### src/rtl/slot_alloc_pkg.sv
// Shared types and width helpers for the circular slot allocator.
package slot_alloc_pkg;

  typedef enum logic {SA_RR, SA_LOWEST} mode_t;

  function automatic int unsigned idx_w(int unsigned w);
    return (w > 1) ? $clog2(w) : 1;
  endfunction

  function automatic int unsigned cnt_w(int unsigned w);
    return $clog2(w + 1);
  endfunction

endpackage

### src/rtl/circ_find0.sv
// Combinational circular first-zero finder: lowest 0 in x at or above pos, else lowest 0 overall.
module circ_find0
  import slot_alloc_pkg::*;
#(
  parameter int unsigned W  = 16,
  parameter int unsigned IW = idx_w(W)
) (
  input  logic [W-1:0]  x,
  input  logic [IW-1:0] pos,
  output logic [W-1:0]  oh,
  output logic [IW-1:0] idx,
  output logic          any
);

  logic [W-1:0] masked;
  logic [W-1:0] oh_hi;
  logic [W-1:0] oh_lo;
  logic         found_hi;
  logic         found_lo;

  always_comb begin
    masked   = x;
    oh_hi    = '0;
    oh_lo    = '0;
    found_hi = 1'b0;
    found_lo = 1'b0;
    // Bits below pos are treated as taken so the first pass only sees the upper part.
    for (int i = 0; i < W; i++) begin
      if (IW'(i) < pos) masked[i] = 1'b1;
    end
    for (int i = 0; i < W; i++) begin
      if (!masked[i] && !found_hi) begin
        oh_hi[i] = 1'b1;
        found_hi = 1'b1;
      end
      if (!x[i] && !found_lo) begin
        oh_lo[i] = 1'b1;
        found_lo = 1'b1;
      end
    end
  end

  always_comb begin
    oh  = found_hi ? oh_hi : oh_lo;
    any = found_lo;
    idx = '0;
    for (int i = 0; i < W; i++) begin
      if (oh[i]) idx = idx | IW'(i);
    end
  end

endmodule

### src/rtl/slot_alloc.sv
// Circular free-slot allocator: one grant and one retire per cycle, with occupancy count and
// illegal-free detection.
module slot_alloc
  import slot_alloc_pkg::*;
#(
  parameter int unsigned W    = 16,
  parameter mode_t       MODE = SA_RR,
  localparam int unsigned IW  = idx_w(W),
  localparam int unsigned CW  = cnt_w(W)
) (
  input  logic          clk,
  input  logic          rst_n,
  input  logic          flush_i,
  input  logic          alloc_ready_i,
  output logic          alloc_valid_o,
  output logic [IW-1:0] alloc_idx_o,
  output logic [W-1:0]  alloc_oh_o,
  input  logic          free_valid_i,
  input  logic [IW-1:0] free_idx_i,
  output logic [W-1:0]  occ_o,
  output logic [CW-1:0] cnt_o,
  output logic          full_o,
  output logic          empty_o,
  output logic          err_o
);

  logic [W-1:0]  occ_q, occ_d;
  logic [IW-1:0] ptr_q, ptr_d;
  logic [CW-1:0] cnt_q, cnt_d;
  logic          err_q, err_d;

  logic [W-1:0]  find_oh;
  logic [IW-1:0] find_idx;
  logic          find_any;
  logic [W-1:0]  free_oh;
  logic          alloc_fire;
  logic          free_legal;

  circ_find0 #(
    .W  (W),
    .IW (IW)
  ) u_find (
    .x   (occ_q),
    .pos (ptr_q),
    .oh  (find_oh),
    .idx (find_idx),
    .any (find_any)
  );

  always_comb begin
    full_o        = (cnt_q == CW'(W));
    empty_o       = (cnt_q == '0);
    alloc_valid_o = ~full_o;
    alloc_idx_o   = (alloc_valid_o && find_any) ? find_idx : '0;
    alloc_oh_o    = (alloc_valid_o && find_any) ? find_oh : '0;
    occ_o         = occ_q;
    cnt_o         = cnt_q;
    err_o         = err_q;
  end

  always_comb begin
    // Decoding through a loop keeps out-of-range indices from ever addressing occ_q.
    free_oh = '0;
    for (int i = 0; i < W; i++) begin
      if (free_idx_i == IW'(i)) free_oh[i] = 1'b1;
    end
    alloc_fire = alloc_valid_o & alloc_ready_i & ~flush_i;
    free_legal = free_valid_i & ~flush_i & (|(free_oh & occ_q));

    occ_d = occ_q;
    ptr_d = ptr_q;
    cnt_d = cnt_q + CW'(alloc_fire) - CW'(free_legal);
    err_d = free_valid_i & ~flush_i & ~free_legal;

    if (alloc_fire) begin
      occ_d = occ_d | alloc_oh_o;
      if (MODE == SA_RR) begin
        ptr_d = (alloc_idx_o == IW'(W - 1)) ? '0 : alloc_idx_o + 1'b1;
      end
    end
    if (free_legal) occ_d = occ_d & ~free_oh;

    if (flush_i) begin
      occ_d = '0;
      ptr_d = '0;
      cnt_d = '0;
      err_d = 1'b0;
    end
  end

  always_ff @(posedge clk) begin
    if (!rst_n) begin
      occ_q <= '0;
      ptr_q <= '0;
      cnt_q <= '0;
      err_q <= 1'b0;
    end else begin
      occ_q <= occ_d;
      ptr_q <= ptr_d;
      cnt_q <= cnt_d;
      err_q <= err_d;
    end
  end

endmodule

### config.mk
export PLATFORM = sky130hd
export DESIGN_NAME = slot_alloc
export DESIGN_NICKNAME = d
export VERILOG_FILES = /design/src/rtl/slot_alloc_pkg.sv /design/src/rtl/circ_find0.sv /design/src/rtl/slot_alloc.sv
export SDC_FILE = /design/constraint.sdc
export NUM_CORES = 1
export LEC_CHECK = 0
export ABC_AREA = 1
export BUFFER_PORTS_ARGS = -buffer_cell sky130_fd_sc_hd__buf_4
export CORE_UTILIZATION = 27
export DETAILED_ROUTE_END_ITERATION = 10
export GPL_ROUTABILITY_DRIVEN = 0
export PLACE_DENSITY_LB_ADDON = 0.3
export SKIP_LAST_GASP = 1
export SYNTH_ARGS = -nofsm -noshare
export SYNTH_HDL_FRONTEND = slang
export SYNTH_SLANG_ARGS = --single-unit
export TNS_END_PERCENT = 50
### constraint.sdc
create_clock -name clk -period 3.3 [get_ports clk]
set_clock_uncertainty 0.2 [all_clocks]
set_input_delay 0.66 -clock clk [delete_from_list [all_inputs] [get_ports clk]]
set_output_delay 0.66 -clock clk [all_outputs]
set_load 0.05 [all_outputs]
==> impl_results.md, run 1 <==
- Cells after synthesis: 369
- Clock power share: 0.382
- Max Cap Viol: 0
- Placed cell areas: ~3300 um^2
- Detailed Routing Iterations Pass 1: 5
- Post-Syn Area: between 2000 and 2500 um^2
- Share of Yosys cell area claimed by the top area cell type: 0.238
- WP data required: approximately 2.4 ns
- RSZ-0062 raised after global routing: yes
- Post-synth cell types: 34
- Num CTS Buffers: 3
- Inst Count DP: ~590
- Synth area leader: dfxtp_1
- Slowest stage delay, CP: about 0.43 ns
- Internal Power: between 0.0005 and 0.0006 W
- Slew headroom: 0.651
- Combinational power share: 0.177
- Crit share post-route: 1.10
- Psw: around 0.00019 W
- Max-slew violation count: 0
- CTS Buffer Depth: 2
- Clk_lat worst skew: between 0.2 and 0.3 ns
- Rows: 32
- Power Density: about 180 nW/um^2
- Endpoints failing setup: 20
- Largest net degree at the start of global routing: 20
- FF+latch area: approximately 550 um^2
- CP Cell Sequence: nand2_4, buf_12, o211ai_1, buf_4, nand4_2, nor2_4, nand4_4, nor2_4, buf_6, nand4_1, nand2_1, buf_4, nor2_2, nand2_2, nor2_4, nor2_4, buf_6
- Kind of critical path: reg -> out
- Post-Layout Cell Count: 624
- Switching Share: 0.270
- Root Driver: clkbuf_8
- Post-route cell area: 4060 um^2
- Clk slew on worst S/H paths: ~0.1 ns
- Die W: approximately 92 um
- IO Count: between 50 and 60
- Critical path arrival: around 2.8 ns
- GRT Total Usage: 0.215
- Initial core utilization: 0.282
- Worst-Margin Slew: approximately 0.52 ns
- Max VDD drop: about 0.14 mV
- CP max stage cell: dfxtp_4
- Starting DRT DRC Count: around 230
- Layout area overhead: 85.6%
- Grt ovf: 0
- Post-DRT Antenna Nets: 0
- Worst Hold Class: reg -> reg
- Leak pwr: just over 2 nW
- Status: finished with violations
- Worst Path Max Fanout: 6
- Multi-input gate area: about 1700 um^2
- Synthesized Nets: between 300 and 400
- FILL cells: ~750
- Synthesis-stage register bit count: 26
- Worst Setup Slack, final: -0.341 ns
- Number of synthesized flops with an enable pin: 0
- IO buf count: 53
- Synthesized area per cell: 5.93 um^2
- Antenna violations before repair: 0
- Drt wl/cell: about 15 um
- Vias in the first global route: slightly below 3000
- Clock period minus worst slack: around 3.6 ns
- DR DRC count: 0
- First-pass GRT wire length: ~14 mm
- Nets: ~540
- Sequential area share after synthesis: 0.238
- Vias: about 3100
- N_diodes: 0
- Failing checks: setup timing
- Critical Path Sink Type: primary output
- DIE AREA: roughly 8500 um^2
- CTS tree: done
- Layout cells sized above 1: 0.489
- CTS H-tree depth: 1
- Core Region: around 7800 um^2
- Fmax: between 200 and 300 MHz
- CTS Sinks: 26
- Dpl hpwl: between 7 and 8 mm
- Nature of the critical path startpoint: flop
- Sequential Power Share: 0.441
- Fin. Hold Viols: 0
- Number of hold buffers added after CTS: 0
- DR vias/cell: 4.96
- Yosys warnings: 0
- Final WL: 9.33 mm
- Crit path top cell by count: nor2_4
- Synth async-reset ratio: 0
- Area contributors post-synth: dfxtp_1 (24%), nand2_1 (15%), inv_1 (11%)
- Die H: just over 90 um
- Commonest register cell after synthesis: dfxtp_1
[per-layer routing]
| layer | GRT usage | share of wire | up-vias |
|---|---|---|---|
| met5 | 0 | 0 | - |
| met4 | 0.0729 | 0.034 | 0 |
| met3 | 0.0158 | 0.054 | 30 |
| met2 | 0.377 | 0.48 | 120 |
| met1 | 0.276 | 0.43 | 1432 |
| li1 | - | - | 1516 |
[layout by cell type (no fill, tap or decap), drive strengths merged]
master	synthesis	routed
o22ai	7	7
a31oi	1	1
o21ai	21	21
ha	6	6
nand3b	1	1
inv	69	69
nand3	23	23
clkinv	2	2
a22oi	1	1
xor2	1	1
bufinv	0	1
nand4	17	17
and3	1	1
nand2	86	86
a21oi	25	25
o211ai	3	3
nor4	1	1
nor3	2	2
fa	1	1
a211oi	2	2
buf	2	155
dfxtp	26	26
clkbuf	4	3
nor2	62	62
a221oi	5	5
[cells by family (layout without fill, tap and decap cells)]
group / after synthesis / after routing / synth area share
adder cells (fa/ha/maj): 7 / 7 / 0.0434
flip-flops: 26 / 26 / 0.238
buffers and inverters: 77 / 230 / 0.133
AND/OR/NAND/NOR: 193 / 193 / 0.410
AO/OA/AOI/OAI: 65 / 65 / 0.172
XOR/XNOR: 1 / 1 / 0.00400
[worst max-delay path: cells and delay by family (launching register included)]
| kind | cells | cell delay [ns] |
|---|---|---|
| compound gates | 1 | 0.21 |
| flops | 1 | 0.43 |
| buf+inv | 5 | 0.71 |
| simple gates | 11 | 1.15 |
[cell type report]
cell class	instances	share of cell area
Timing Repair Buffer	155	0.322
Tap cell	102	0.0314
Inverter	71	0.0662
Clock inverter	1	0.00739
Sequential cell	26	0.134
Clock buffer	3	0.0102
Multi-Input combinational cell	266	0.429
[flip-flops by register name (all words and copies together) (netlist names)]
name   flops
cnt_o      5
err_o      1
ptr_q      4
occ_o     16
[stage by stage]
stage	TNS [ns]	worst slack (ns)	total power, W	hold WS [ns]	utilization
detailed placement	-1.72	-0.262	0.000442	0.369	0.430
global placement	-1.29	-0.239	0.000441	0.363	0.430
floorplan	-0.498	-0.147	0.000393	0.287	-
global route	-7.88	-0.513	0.000742	0.389	0.523
finish	-4.39	-0.341	0.000717	0.375	0.523
CTS	-4.59	-0.339	0.000711	0.370	0.480
[worst paths after layout]
path              cells after the start  slack [ns]             end  startpoint
setup reg to reg                     16        0.20        cnt_o[4]    occ_o[2]
hold reg to reg                       2        0.37        ptr_q[0]    ptr_q[0]
hold / removal                        2        0.37        ptr_q[0]    ptr_q[0]
setup / recovery                     17       -0.34  alloc_idx_o[1]    ptr_q[1]
[cell usage after synthesis, drive strengths merged (2+ instances only)]
master and n:
clkbuf 4, a221oi 5, inv 69, clkinv 2, nand4 17, dfxtp 26, nand3 23, buf 2
a21oi 25, nand2 86, nor2 62, nor3 2, o211ai 3, ha 6, a211oi 2, o21ai 21
o22ai 7
[power groups by stage]
stage	logic [W]	clock network [W]	registers (W)
6_report	0.000127	0.000274	0.000316
5_1_grt	0.000137	0.000289	0.000317
4_1_cts	0.000118	0.000276	0.000317
3_5_place_dp	0.000115	0	0.000326
3_3_place_gp	0.000115	0	0.000326
2_1_floorplan	0.0000597	0	0.000333
[timing repair]
action                     in CTS  in global routing
setup endpoints to repair      20                 24
resized for setup              45                 69
pin swaps                      15                 31
setup buffers                  18                 18
Power figures use the tool's default switching activity.
==> inputs of run 2 (changes only) <==
--- a/config.mk
+++ b/config.mk
@@ -14,5 +14,6 @@
 export SKIP_LAST_GASP = 1
 export SYNTH_ARGS = -nofsm -noshare
 export SYNTH_HDL_FRONTEND = slang
+export SYNTH_HIERARCHICAL = 1
 export SYNTH_SLANG_ARGS = --single-unit
 export TNS_END_PERCENT = 50
==> impl_results.md, run 2 <==
- Status: finished with violations
- Failing checks: setup timing
- Fin. Hold Viols: 0
- Drt wl/cell: about 14 um
- Fin Hold WS: between 0.4 and 0.5 ns
- Critical path arrival: 2.62 ns
- Max reg flops: 16
- Post-synth cell types: 34
- Nature of the critical path startpoint: flop
- Commonest non-fill, non-tap cell in the layout: inv_1
- Die H: between 100 and 150 um
- DR DRC count: 0
- Inst Count DP: 696
- CTS Buffer Depth: 2
- Pre-CTS worst setup slack: -0.0499 ns
- DIE AREA: between 10000 and 15000 um^2
- Nets: slightly above 600
- FILL cells: approximately 980
- Slew headroom: 0.573
- Most common cell in the netlist: inv_1
- CTS tree: done
- Fmax: between 200 and 300 MHz
- N_diodes: 0
- DR vias/cell: 4.66
- Worst Setup Slack, final: -0.178 ns
- Grt ovf: 0
- IO buf count: 53
- Critical Path Sink Type: primary output
- Number of hold buffers added after CTS: 0
- Leak pwr: around 2.2 nW
- Num CTS Buffers: 3
- RSZ-0062 raised after global routing: yes
- Synthesis-stage register bit count: 26
- GRT Total Usage: 0.187
- Worst Path Max Fanout: 5
- Clk slew on worst S/H paths: 0.09 ns
- WP data required: about 2.4 ns
- Vias in the first global route: 3133
- Post-Layout Cell Count: 716
- Clk_lat worst skew: around 0.27 ns
- Synth area leader: dfxtp_1
- Antenna violations before repair: 0
- Worst-Margin Slew: about 0.64 ns
- Max-slew violation count: 0
- Synthesized area per cell: 5.58 um^2
- Synth cell count leaders: inv_1 (112), nand2_1 (92), nor2_1 (91), nand3_1 (45), dfxtp_1 (26)
- Cells after synthesis: between 400 and 500
- Synth async-reset ratio: 0
- Die W: about 100 um
- CTS H-tree depth: 1
- Starting DRT DRC Count: about 180
- Share of Yosys cell area claimed by the top area cell type: 0.195
- Crit share post-route: 1.05
- Kind of critical path: reg -> out
- Rows: 35
- Vias: 3337
- Power Density: 178 nW/um^2
- Layout area overhead: 52.1%
- Max VDD drop: ~0.13 mV
- FF+latch area: roughly 540 um^2
- Sequential area share after synthesis: 0.195
- Commonest register cell after synthesis: dfxtp_1
- Endpoints failing setup: 19
- Area contributors post-synth: dfxtp_1 (20%), inv_1 (16%), nand2_1 (13%)
- Most frequent cells in the layout: inv_1 (106), buf_4 (97), nand2_1 (81), nor2_1 (59), nand3_1 (40)
- CTS Sinks: 26
- Synthesized Nets: between 400 and 500
- Max Cap Viol: 0
- Final WL: roughly 9.8 mm
- Post-route cell area: just over 4000 um^2
- Dpl hpwl: about 7.7 mm
- Yosys warnings: 6
- Post-Syn Area: about 2700 um^2
- Clock period minus worst slack: 3.48 ns
- Initial core utilization: 0.283
- Core Region: 9420 um^2
- First-pass GRT wire length: 15.2 mm
- IO Count: 54
- Largest net degree at the start of global routing: 23
- Placed cell areas: roughly 3600 um^2
- Post-DRT Antenna Nets: 0
- Detailed Routing Iterations Pass 1: 4
- Number of synthesized flops with an enable pin: 0
- Multi-input gate area: 1860 um^2
- Root Driver: clkbuf_8
- Layout cells sized above 1: 0.354
- Worst Hold Class: reg -> reg
run 2: cell count changes in the layout (fill, tap and decap cells not counted), moves of 5 or more:
cell | before | now
inv_1 | 59 | 106
nor2_1 | 28 | 59
nand3_1 | 11 | 40
buf_4 | 124 | 97
buf_6 | 26 | 10
nor2_2 | 15 | 28
nand2_1 | 71 | 81
o21ai_0 | 19 | 9
o22ai_1 | 7 | 0
nand4_1 | 13 | 19
nor2_4 | 19 | 13
a221oi_1 | 5 | 0
run 2: what timing repair did:
item | 4_1_cts | 5_1_grt
gates cloned | 1 | 0
setup buffers | 9 | 6
resized for setup | 46 | 33
endpoints found under the setup margin | 21 | 23
pin swaps | 3 | 6
run 2: area by class of cell:
cell class              count  area share
multi-input cells         327       0.458
repair buffers            117       0.250
flip-flops and latches     26       0.133
inverters                 113       0.105
well taps                 129      0.0398
clock buffers               4      0.0136
run 2: logic make-up after synthesis:
kind of cell / share of synthesized area
and+or+nand+nor: 0.478
adders and majority gates: 0.0404
xor gates and xnor gates: 0.00657
buffers and inverters: 0.196
AOI/OAI and AO/OA: 0.0840
DFF: 0.195
run 2: path summary, 6_finish.rpt:
kind / depth (start not counted) / from / slack, ns / end
worst max-delay path: 16 / ptr_q[1] / -0.18 / alloc_idx_o[1]
worst min-delay path: 2 / ptr_q[0] / 0.40 / ptr_q[0]
worst max register to register: 20 / ptr_q[1] / 0.07 / ptr_q[2]
worst min register to register: 2 / ptr_q[0] / 0.40 / ptr_q[0]
run 2: report_power, final:
group | internal, W | switching (W)
clock | 0.000107 | 0.000106
sequential | 0.000315 | 0.00000415
combinational | 0.0000696 | 0.000120
total | 0.000491 | 0.000230
run 2: metal layers:
| layer | track usage | vias to the layer above | wire length [um] |
|---|---|---|---|
| li1 | - | 1695 | - |
| met1 | 0.248 | 1521 | 4340 |
| met2 | 0.316 | 102 | 4630 |
| met3 | 0.0131 | 19 | 486 |
| met5 | 0 | - | 0 |
| met4 | 0.0758 | 0 | 300 |
run 2: worst max-delay path: stages (launching register included):
cell and delay [ns]:
dfxtp_4 0.41, nor2_2 0.07, buf_4 0.13, o211ai_1 0.21, inv_2 0.09, nor3_4 0.21
nand4_2 0.15, nor2_4 0.19, buf_6 0.13, nand4_1 0.10, nand2_2 0.10, nand2_1 0.08
nor2_1 0.10, nand2_1 0.08, inv_1 0.09, nor2_4 0.05, buf_8 0.14
run 2: per-stage QoR:
stage	utilization	setup TNS (ns)	power (W)
after floorplan	-	-0.0294	0.000431
after global placement	0.381	-0.000248	0.000495
after detailed placement	0.381	-0.117	0.000496
after CTS	0.413	-1.19	0.000715
after global routing	0.431	-5.38	0.000756
final	0.431	-1.61	0.000721
